<file path="src/rtl/johnson_decoder_if.sv">
// rtl/johnson_decoder_if.sv - code/decode bundle between a Johnson code source and johnson_decoder
//
// Purpose: groups the sampled-code input and the decoded/status outputs of
// johnson_decoder so they travel as one port.
// Ports (signals):
//   code_in    [N]   Johnson code under test
//   code_valid       code_in is sampled on cycles where this is high
//   idx_out    [IW]  decoded phase index
//   idx_valid        one-cycle pulse per sampled code
//   illegal          sample was not a legal Johnson code
//   seq_err          sample was legal but not the expected successor
//   locked           lock state machine is in LOCKED
//   err_cnt    [8]   saturating count of flagged samples
// Modports: master drives codes and observes results, slave is the decoder.

interface johnson_decoder_if #(
  parameter int N  = 4,
  parameter int IW = $clog2(2 * N)
);
  logic [N-1:0]  code_in;
  logic          code_valid;
  logic [IW-1:0] idx_out;
  logic          idx_valid;
  logic          illegal;
  logic          seq_err;
  logic          locked;
  logic [7:0]    err_cnt;

  modport master (
    output code_in, code_valid,
    input  idx_out, idx_valid, illegal, seq_err, locked, err_cnt
  );

  modport slave (
    input  code_in, code_valid,
    output idx_out, idx_valid, illegal, seq_err, locked, err_cnt
  );
endinterface

</file>
<file path="src/rtl/johnson_decoder.sv">
// rtl/johnson_decoder.sv - Johnson code to phase index decoder with sequence check and lock FSM
//
// Purpose: samples an N-bit Johnson code on each valid cycle, converts it to
// a binary phase index, flags illegal codes and out-of-sequence codes, and
// runs a HUNT/TRACK/LOCKED state machine with a saturating error counter.
// Ports:
//   clk    rising-edge clock
//   reset  synchronous, active-high reset
//   bus    johnson_decoder_if.slave (code_in/code_valid in; idx_out, idx_valid,
//          illegal, seq_err, locked, err_cnt out)
// Latency: a code sampled at edge t is captured in an input register, and
// every output reflecting it updates at edge t+1.

module johnson_decoder #(
  parameter int N        = 4,
  parameter int LOCK_CNT = 4,
  parameter int MISS_MAX = 2
) (
  input  logic            clk,
  input  logic            reset,
  johnson_decoder_if.slave bus
);
  localparam int IW = $clog2(2 * N);
  localparam int GW = $clog2(LOCK_CNT + 1);
  localparam int MW = $clog2(MISS_MAX + 1);

  localparam logic [1:0] HUNT   = 2'd0;
  localparam logic [1:0] TRACK  = 2'd1;
  localparam logic [1:0] LOCKED = 2'd2;

  logic [N-1:0]  s_code;
  logic          s_valid;
  logic [1:0]    state;
  logic [N-1:0]  exp_code;
  logic [GW-1:0] good_cnt;
  logic [MW-1:0] miss_cnt;
  logic [IW-1:0] idx_q;
  logic          idx_valid_q;
  logic          illegal_q;
  logic          seq_err_q;
  logic [7:0]    err_cnt_q;

  logic          legal;
  logic [IW-1:0] dec_idx;
  logic          match;
  logic          seq_flag;
  logic          err_flag;

  function automatic logic [N-1:0] succ(input logic [N-1:0] c);
    return {~c[0], c[N-1:1]};
  endfunction

  // Legal code for phase k: k<=N -> top k bits set; k>N -> top k-N bits clear, rest set.
  function automatic logic [N-1:0] pattern(input int k);
    logic [N-1:0] p;
    p = '0;
    for (int b = 0; b < N; b++) begin
      p[N-1-b] = (k <= N) ? (b < k) : (b >= k - N);
    end
    return p;
  endfunction

  always_ff @(posedge clk) begin
    if (reset) begin
      s_code  <= '0;
      s_valid <= 1'b0;
    end else begin
      s_valid <= bus.code_valid;
      if (bus.code_valid) s_code <= bus.code_in;
    end
  end

  always_comb begin
    legal   = 1'b0;
    dec_idx = '0;
    for (int k = 0; k < 2 * N; k++) begin
      if (s_code == pattern(k)) begin
        legal   = 1'b1;
        dec_idx = IW'(k);
      end
    end
  end

  assign match    = (s_code == exp_code);
  // HUNT has no reference yet, so a legal sample there is never a sequence error.
  assign seq_flag = legal && !match && (state != HUNT);
  assign err_flag = !legal || seq_flag;

  always_ff @(posedge clk) begin
    if (reset) begin
      state       <= HUNT;
      exp_code    <= '0;
      good_cnt    <= '0;
      miss_cnt    <= '0;
      idx_q       <= '0;
      idx_valid_q <= 1'b0;
      illegal_q   <= 1'b0;
      seq_err_q   <= 1'b0;
      err_cnt_q   <= '0;
    end else begin
      idx_valid_q <= s_valid;
      illegal_q   <= 1'b0;
      seq_err_q   <= 1'b0;
      if (s_valid) begin
        idx_q     <= dec_idx;
        illegal_q <= !legal;
        seq_err_q <= seq_flag;
        if (err_flag && err_cnt_q != 8'hFF) err_cnt_q <= err_cnt_q + 8'd1;

        case (state)
          HUNT: begin
            if (legal) begin
              exp_code <= succ(s_code);
              good_cnt <= GW'(1);
              state    <= TRACK;
            end
          end
          TRACK: begin
            if (!legal) begin
              good_cnt <= '0;
              state    <= HUNT;
            end else if (match) begin
              exp_code <= succ(s_code);
              good_cnt <= good_cnt + GW'(1);
              if (good_cnt == GW'(LOCK_CNT - 1)) begin
                miss_cnt <= '0;
                state    <= LOCKED;
              end
            end else begin
              exp_code <= succ(s_code);
              good_cnt <= GW'(1);
            end
          end
          LOCKED: begin
            // Flywheel: the reference advances regardless of the sample so a
            // single glitch cannot shift the tracked phase.
            exp_code <= succ(exp_code);
            if (legal && match) begin
              miss_cnt <= '0;
            end else if (miss_cnt == MW'(MISS_MAX - 1)) begin
              miss_cnt <= '0;
              good_cnt <= '0;
              state    <= HUNT;
            end else begin
              miss_cnt <= miss_cnt + MW'(1);
            end
          end
          default: begin
            good_cnt <= '0;
            miss_cnt <= '0;
            state    <= HUNT;
          end
        endcase
      end
    end
  end

  assign bus.idx_out   = idx_q;
  assign bus.idx_valid = idx_valid_q;
  assign bus.illegal   = illegal_q;
  assign bus.seq_err   = seq_err_q;
  assign bus.locked    = (state == LOCKED);
  assign bus.err_cnt   = err_cnt_q;
endmodule

</file>
<file path="src/flat_wrapper.sv">
// flat-port wrapper written by rule: the top's interface ports become plain ports
module johnson_decoder_flat 
#(
  parameter int N        = 4,
  parameter int LOCK_CNT = 4,
  parameter int MISS_MAX = 2
)
  (clk, reset, bus_code_in, bus_code_valid, bus_idx_out, bus_idx_valid, bus_illegal, bus_seq_err, bus_locked, bus_err_cnt);
  johnson_decoder_if #(.N(N)) bus_i ();
  input  logic clk;
  input  logic reset;
  input wire logic [$bits(bus_i.code_in)-1:0] bus_code_in;
  input wire logic [$bits(bus_i.code_valid)-1:0] bus_code_valid;
  output wire logic [$bits(bus_i.idx_out)-1:0] bus_idx_out;
  output wire logic [$bits(bus_i.idx_valid)-1:0] bus_idx_valid;
  output wire logic [$bits(bus_i.illegal)-1:0] bus_illegal;
  output wire logic [$bits(bus_i.seq_err)-1:0] bus_seq_err;
  output wire logic [$bits(bus_i.locked)-1:0] bus_locked;
  output wire logic [$bits(bus_i.err_cnt)-1:0] bus_err_cnt;
  assign bus_i.code_in = bus_code_in;
  assign bus_i.code_valid = bus_code_valid;
  assign bus_idx_out = bus_i.idx_out;
  assign bus_idx_valid = bus_i.idx_valid;
  assign bus_illegal = bus_i.illegal;
  assign bus_seq_err = bus_i.seq_err;
  assign bus_locked = bus_i.locked;
  assign bus_err_cnt = bus_i.err_cnt;
  johnson_decoder #(.N(N), .LOCK_CNT(LOCK_CNT), .MISS_MAX(MISS_MAX)) u_core (.clk(clk), .reset(reset), .bus(bus_i));
endmodule
</file>
<file path="config.mk">
export PLATFORM = sky130hd
export DESIGN_NAME = johnson_decoder_flat
export DESIGN_NICKNAME = d
export VERILOG_FILES = /design/src/rtl/johnson_decoder_if.sv /design/src/rtl/johnson_decoder.sv /design/src/flat_wrapper.sv
export SDC_FILE = /design/constraint.sdc
export NUM_CORES = 1
export LEC_CHECK = 0
export ABC_AREA = 0
export CORE_UTILIZATION = 55
export CTS_CLUSTER_DIAMETER = 100
export DETAILED_ROUTE_END_ITERATION = 12
export PLACE_DENSITY = 0.8
export SETUP_SLACK_MARGIN = 0.3
export SKIP_LAST_GASP = 1
export SYNTH_ARGS = -nofsm -noshare
export SYNTH_HDL_FRONTEND = slang
export SYNTH_SLANG_ARGS = --single-unit
</file>
<file path="constraint.sdc">
create_clock -name clk -period 4.2 [get_ports clk]
set_input_delay 0.84 -clock clk [delete_from_list [all_inputs] [get_ports clk]]
set_output_delay 0.84 -clock clk [all_outputs]
set_load 0.01 [all_outputs]
</file>
==> results.md, run 1 <==
- Status: complete, no violations
- Leak pwr: 0.725 nW
- Pwr Density: 311 mW/mm^2
- Final Non-Filler Cells: 215
- Critical R2R Launch: u_core.s_code[2]
- Mapped Cells: 167
- Cts bufs inserted: 5
- Vias in the first global route: 1,091
- Wirelength per Cell: 14.4 um
- Achievable Freq: 390 MHz
- Gr usage total: 0.238
- YS warnings: 0
- First-pass detailed-route iteration total: 5
- Largest family of logic cells by synthesized area: simple AND/OR/NAND/NOR gates
- 1st-iter DRT viols: 16
- Multi-input gate area: 873 um^2
- Drc violations: 0
- Skew-Pair Late Insertion Delay: 0.33 ns
- CP max FO: 10
- Die area: 0.00304 mm^2
- Netlist Area Pre-Place: 0.00155 mm^2
- Fillers: 207
- Most area-consuming cells after synthesis: dfxtp_1, mux2i_1, nor2_1, xor2_1, nand2b_1
- Simple logic cell fraction of the synthesized area: 0.205
- Post-CTS sizing: 0
- Largest net degree at the start of global routing: 34
- Diode count: 0
- Global route total overflow: 0
- Number of library cell types mapped by synthesis: 45
- Max Slew Vio Count: 0
- Mux contribution to synthesized area: 0.143
- Detail Placement HPWL: 2160 um
- Crit start category: register
- Critical Path End: bus_locked
- H-tree depth: 2
- Root buffer cell: clkbuf_4
- Core ar.: 0.00257 mm^2
- Hold depth: 2
- CTS clk-pin slew, worst paths: 0.10 ns
- Yosys reg bits: 30
- Die X: 55.2 um
- Reg2reg end: u_core.good_cnt[0]
- Nature of the critical path endpoint: primary output
- Initial antenna violation count: 0
- Avg Cell Area, Syn: 9.31 um^2
- Slew @ Worst Pin: 1.08 ns
- Period utilization: 0.611
- Share of the yosys chip area belonging to registers: 0.386
- Setup CP Type: register to primary output
- Port buffer count: 21
- DP Area: 0.00174 mm^2
- Final instance area: 0.00181 mm^2
- CTS Sinks: 30
- Vias: 1,239
- Final setup TNS: 0 ns
- Hold Startpoint: u_core.bus.idx_out[0]
- Worst Path Arrival: 1.72 ns
- Initial core utilization: 0.605
- # Post-CTS Setup Buffers: 0
- FF-to-FF setup slack: 1.99 ns
- Clock buffer depth: 2
- Max_cap viols: 0
- Post-layout util: 0.704
- Biggest area consumer among synthesized cells: dfxtp_1
- # rows: 18
- Minimum clock period after layout: 2.56 ns
- Reg2reg path depth: 5
- Setup violators final: 0
- Share of layout cells above drive strength 1: 0.124
- Post-Syn Nets: 177
- Synth top area share: 0.386
- Synthesis-to-layout area growth: 16.3%
- First-pass GRT wire length: 4970 um
- CTS tree: built
- Maximum resistive drop on vdd: 0.271 mV
- Post-cts hold buffer count: 0
- Power after layout: 0.562 mW
- Layout Skew: 0.00691 ns
- Final net count: 194
- Hold crit path type: register to register
- Register Area: 601 um^2
- RSZ-0062 raised after global routing: no
- Critical path startpoint: u_core.state[1]
- Via/cell ratio: 5.76
- Dpl cells: 207
- GP Congestion: 0.819
- Final ANT Viol Nets: 0
- Most frequent cells in the layout: dfxtp_1, clkdlybuf4s50_1, nor2_1
- Ports: 22
- Die H: 55.2 um
- Critical path required time: 3.36 ns
- Most common cell after layout, fill and taps aside: dfxtp_1
- Post-synthesis compound-gate area fraction: 0.128
- WL final: 3090 um
- Final Hold Vio Count: 0
- Adder-cell area share of the yosys netlist: 0.0242
- XOR/XNOR Fraction of Synth Area: 0.0620
- Slew headroom: 0.279
[where the power goes]
| part | leakage, nW | total [mW] | internal, mW | switching, mW |
|---|---|---|---|---|
| clock | 0.0343 | 0.183 | 0.0803 | 0.103 |
| sequential | 0.244 | 0.306 | 0.293 | 0.0136 |
| combinational | 0.447 | 0.0726 | 0.0352 | 0.0374 |
[cell usage after synthesis]
cell type,instances
a311oi_1,1
nor4_2,1
buf_6,1
or4b_1,2
o21ai_1,1
a31o_2,1
mux2_2,4
nor2b_1,4
or4_1,1
nor3_1,2
nand3b_1,2
and3_1,1
nand4_1,1
and2_1,1
clkbuf_1,6
a21oi_2,1
o21a_1,1
nand2_1,8
a2111oi_0,3
xor2_1,6
a21oi_1,8
nand2b_1,8
nand3_1,6
nand2_2,1
o41ai_4,1
nor2_1,17
mux2_4,1
or3b_2,1
a31oi_1,1
nor3b_1,1
mux2i_1,14
xnor2_1,5
dfxtp_1,30
buf_1,1
ha_1,3
a211oi_1,2
mux2i_4,1
a21bo_2,1
o22ai_1,1
o311ai_0,1
or2_2,2
buf_4,2
inv_1,6
buf_2,1
o21ai_0,4
[cells by family (layout without fill, tap and decap cells)]
| family | count (synthesis) | count (layout) |
|---|---|---|
| and+or+nand+nor | 59 | 59 |
| buffers and inverters | 17 | 35 |
| muxes | 20 | 20 |
| DFF | 30 | 30 |
| adders and majority gates | 3 | 3 |
| xor gates and xnor gates | 11 | 11 |
| AOI/OAI and AO/OA | 27 | 27 |
[through the flow]
| stage | hold WS, ns | setup WS [ns] |
|---|---|---|
| 6_report | 0.460 | 1.64 |
| 5_1_grt | 0.488 | 1.52 |
| 4_1_cts | 0.465 | 1.63 |
| 3_5_place_dp | 0.448 | 1.42 |
| 3_3_place_gp | 0.442 | 1.52 |
| 2_1_floorplan | 0.427 | 2.39 |
[registers in the layout, summed over array words and instances (netlist names)]
register / flops
u_core.exp_code: 4
u_core.miss_cnt: 2
u_core.s_valid: 1
u_core.bus.idx_valid: 1
u_core.bus.seq_err: 1
u_core.s_code: 4
u_core.bus.idx_out: 3
u_core.state: 2
u_core.good_cnt: 3
u_core.bus.illegal: 1
u_core.bus.err_cnt: 8
[how the worst min path moves through the flow]
stage / slack, ns / to
2_1_floorplan: 0.43 / u_core.miss_cnt[1]
3_3_place_gp: 0.44 / u_core.miss_cnt[1]
3_5_place_dp: 0.45 / u_core.bus.idx_out[0]
4_1_cts: 0.47 / u_core.bus.idx_out[0]
5_1_grt: 0.49 / u_core.miss_cnt[1]
6_report: 0.46 / u_core.bus.idx_out[0]
[layout make-up]
class | count | share of cell area
clock buffers | 6 | 0.0284
multi-input cells | 120 | 0.483
clock inverters | 2 | 0.00692
flip-flops and latches | 30 | 0.332
inverters | 6 | 0.0125
repair buffers | 21 | 0.116
well taps | 30 | 0.0208
[per-layer routing]
layer	up-vias	wire length, um	global-route usage
met5	-	0	0
met4	0	46	0.121
met3	5	164	0.0874
met2	41	1430	0.363
met1	579	1450	0.291
li1	614	-	-
[critical path: stages (launching register included)]
cell and delay [ns]:
dfxtp_1 0.52, nand2b_1 0.22, inv_1 0.12, clkdlybuf4s50_1 0.54
(Power assumes the default switching activity.)
==> inputs of run 2 (changes only) <==
- CORE_UTILIZATION: 55 -> 53
- PLACE_DENSITY: 0.8 -> 0.78
- clock period: 4.2 -> 2.5 ns (I/O delays scaled with it)
==> run 2 against run 1 <==
Compared with the run above:
- critical path depth is the same
- count of clock-buffer cells in the layout is the same
- die area rose by 3.6%
- utilization shrank 4.0 points
- routed wire length fell by 3.3%
- clock power rose by 66%
- via count decreased by 1.8%
- sequential share of layout area decreased by 0.090 points
==> results.md, run 2 (synthesis results as in run 1) <==
- Max reg flops: 8 (unchanged)
- # rows: 19 (+1)
- Max_cap viols: 0 (unchanged)
- Critical path required time: 2.00 ns (-1.36 ns)
- Initial antenna violation count: 0 (unchanged)
- GRT met2 Usage: 0.362 (-0.00121)
- Vias: 1,217 (-1.8%)
- CTS Sinks: 30 (unchanged)
- Vias in the first global route: 1,192 (+9.3%)
- Final Hold Vio Count: 0 (unchanged)
- Cells along the critical path: nand2b_1 -> inv_1 -> clkdlybuf4s50_1
- 1st-iter DRT viols: 44 (+28)
- Ports: 22 (unchanged)
- RSZ-0062 raised after global routing: no
- Wirelength per Cell: 13.7 um (-4.7%)
- Achievable Freq: 474 MHz
- CTS clk-pin slew, worst paths: 0.10 ns (about the same)
- Worst path slowest cell: clkdlybuf4s50_1
- Cts bufs inserted: 5 (unchanged)
- Worst Path Arrival: 1.61 ns (-0.11 ns)
- Skew-Pair Late Insertion Delay: 0.33 ns (about the same)
- Global route total overflow: 0 (unchanged)
- Post-cts hold buffer count: 0 (unchanged)
- Setup CP Type: register to primary output
- Period utilization: 0.844
- First-pass GRT wire length: 5170 um (+4.0%)
- H-tree depth: 2 (unchanged)
- Die area: 0.00315 mm^2 (+3.6%)
- Port buffer count: 21 (unchanged)
- Dpl cells: 210 (+1.4%)
- Initial core utilization: 0.564 (-0.0417)
- Status: complete, no violations
- Leak pwr: 0.736 nW (+1.6%)
- Largest net degree at the start of global routing: 20 (-41%)
- Synthesis-to-layout area growth: 17.9%
- Gr usage total: 0.213 (-0.0246)
- Slew headroom: 0.605 (+0.326)
- Diode count: 0 (unchanged)
- Core ar.: 0.00276 mm^2 (+7.4%)
- Max Slew Vio Count: 0 (unchanged)
- Detail Placement HPWL: 2210 um (+1.9%)
- # Post-CTS Setup Buffers: 0 (unchanged)
- Layout Skew: 0.00630 ns (-0.000608 ns)
- Die X: 56.2 um (+1.8%)
- Most common cell after layout, fill and taps aside: dfxtp_1
- Crit start category: register
- CTS tree: built
- Busiest grt layer: met2
- Pwr Density: 514 mW/mm^2 (+65%)
- Minimum clock period after layout: 2.11 ns
- GRT met3 Usage: 0.0651 (-0.0223)
- Maximum resistive drop on vdd: 0.433 mV (+60%)
- Setup violators final: 0 (unchanged)
- Slowest stage delay, CP: 0.53 ns (about the same)
- Post-layout util: 0.664 (-0.0399)
- M1 GR Usage: 0.250 (-0.0413)
- GP Congestion: 0.800 (-2.3%)
- Final setup TNS: 0 ns (unchanged)
- Slew @ Worst Pin: 0.591 ns (-0.487 ns)
- CP max FO: 11 (+1)
- Most frequent cells in the layout: dfxtp_1, clkdlybuf4s50_1, nor2_1
- Final ANT Viol Nets: 0 (unchanged)
- Hold crit path type: register to register
- Via/cell ratio: 5.58 (-3.1%)
- Root buffer cell: clkbuf_4
- Final net count: 196 (+1.0%)
- Die H: 56.2 um (+1.8%)
- Final Non-Filler Cells: 218 (+1.4%)
- Clock buffer depth: 2 (unchanged)
- First-pass detailed-route iteration total: 4 (-1)
- Share of layout cells above drive strength 1: 0.160 (+0.0361)
- Nature of the critical path endpoint: primary output
- WL final: 2990 um (-3.3%)
- Drc violations: 0 (unchanged)
[run 2: cell count changes in the layout (fill, tap and decap cells not counted)]
| cell | delta |
|---|---|
| dfxtp_1 | -5 |
| dfxtp_2 | +5 |
| buf_4 | +2 |
| a2111oi_0 | -1 |
| a2111oi_1 | +1 |
[run 2: timing repair]
action	4_1_cts	5_1_grt
endpoints found under the hold margin	0	0
gates resized for setup	0	6
setup endpoints to repair	0	5
[run 2: worst max-delay path, delay by kind of cell (launching register included)]
family | cells | cell delay, ns
flip-flops | 1 | 0.38
AND/OR/NAND/NOR | 1 | 0.25
buffers and inverters | 2 | 0.65
[run 2: path summary, 6_finish.rpt]
kind / depth (start not counted) / slack, ns / endpoint / startpoint
worst max-delay path: 3 / 0.39 / bus_locked / u_core.state[0]
worst min-delay path: 2 / 0.46 / u_core.miss_cnt[1] / u_core.miss_cnt[1]
worst min register to register: 2 / 0.46 / u_core.miss_cnt[1] / u_core.miss_cnt[1]
worst max register to register: 5 / 0.52 / u_core.good_cnt[0] / u_core.s_code[0]
[run 2: area by class of cell]
cell class / count / area, um^2
well taps: 31 / 38.8
multi-input cells: 120 / 875
repair buffers: 23 / 225
fillers: 225 / 926
inverters: 6 / 22.5
flip-flops and latches: 30 / 607
clock inverters: 2 / 12.5
clock buffers: 6 / 51.3
[run 2: layer usage]
metal  part of all wire  up-vias
met2               0.48       34
li1                   -      618
met5                  0        -
met3              0.049        5
met4              0.014        0
met1               0.46      560
[run 2: where the power goes]
group	switching [mW]	leakage (nW)	internal, mW
Sequential	0.0208	0.246	0.493
Clock	0.168	0.0343	0.135
Combinational	0.0642	0.456	0.0612
Total	0.253	0.736	0.689
[run 2: through the flow]
step                area (um^2)  setup slack (ns)  power, mW  hold WS, ns
finish                     1830             0.389      0.942        0.461
global route               1830             0.318      0.985        0.489
CTS                        1820             0.301      0.952        0.459
detailed placement         1760             0.350      0.649        0.442
global placement           1760             0.448      0.643        0.441
floorplan                  1550             0.690      0.614        0.427
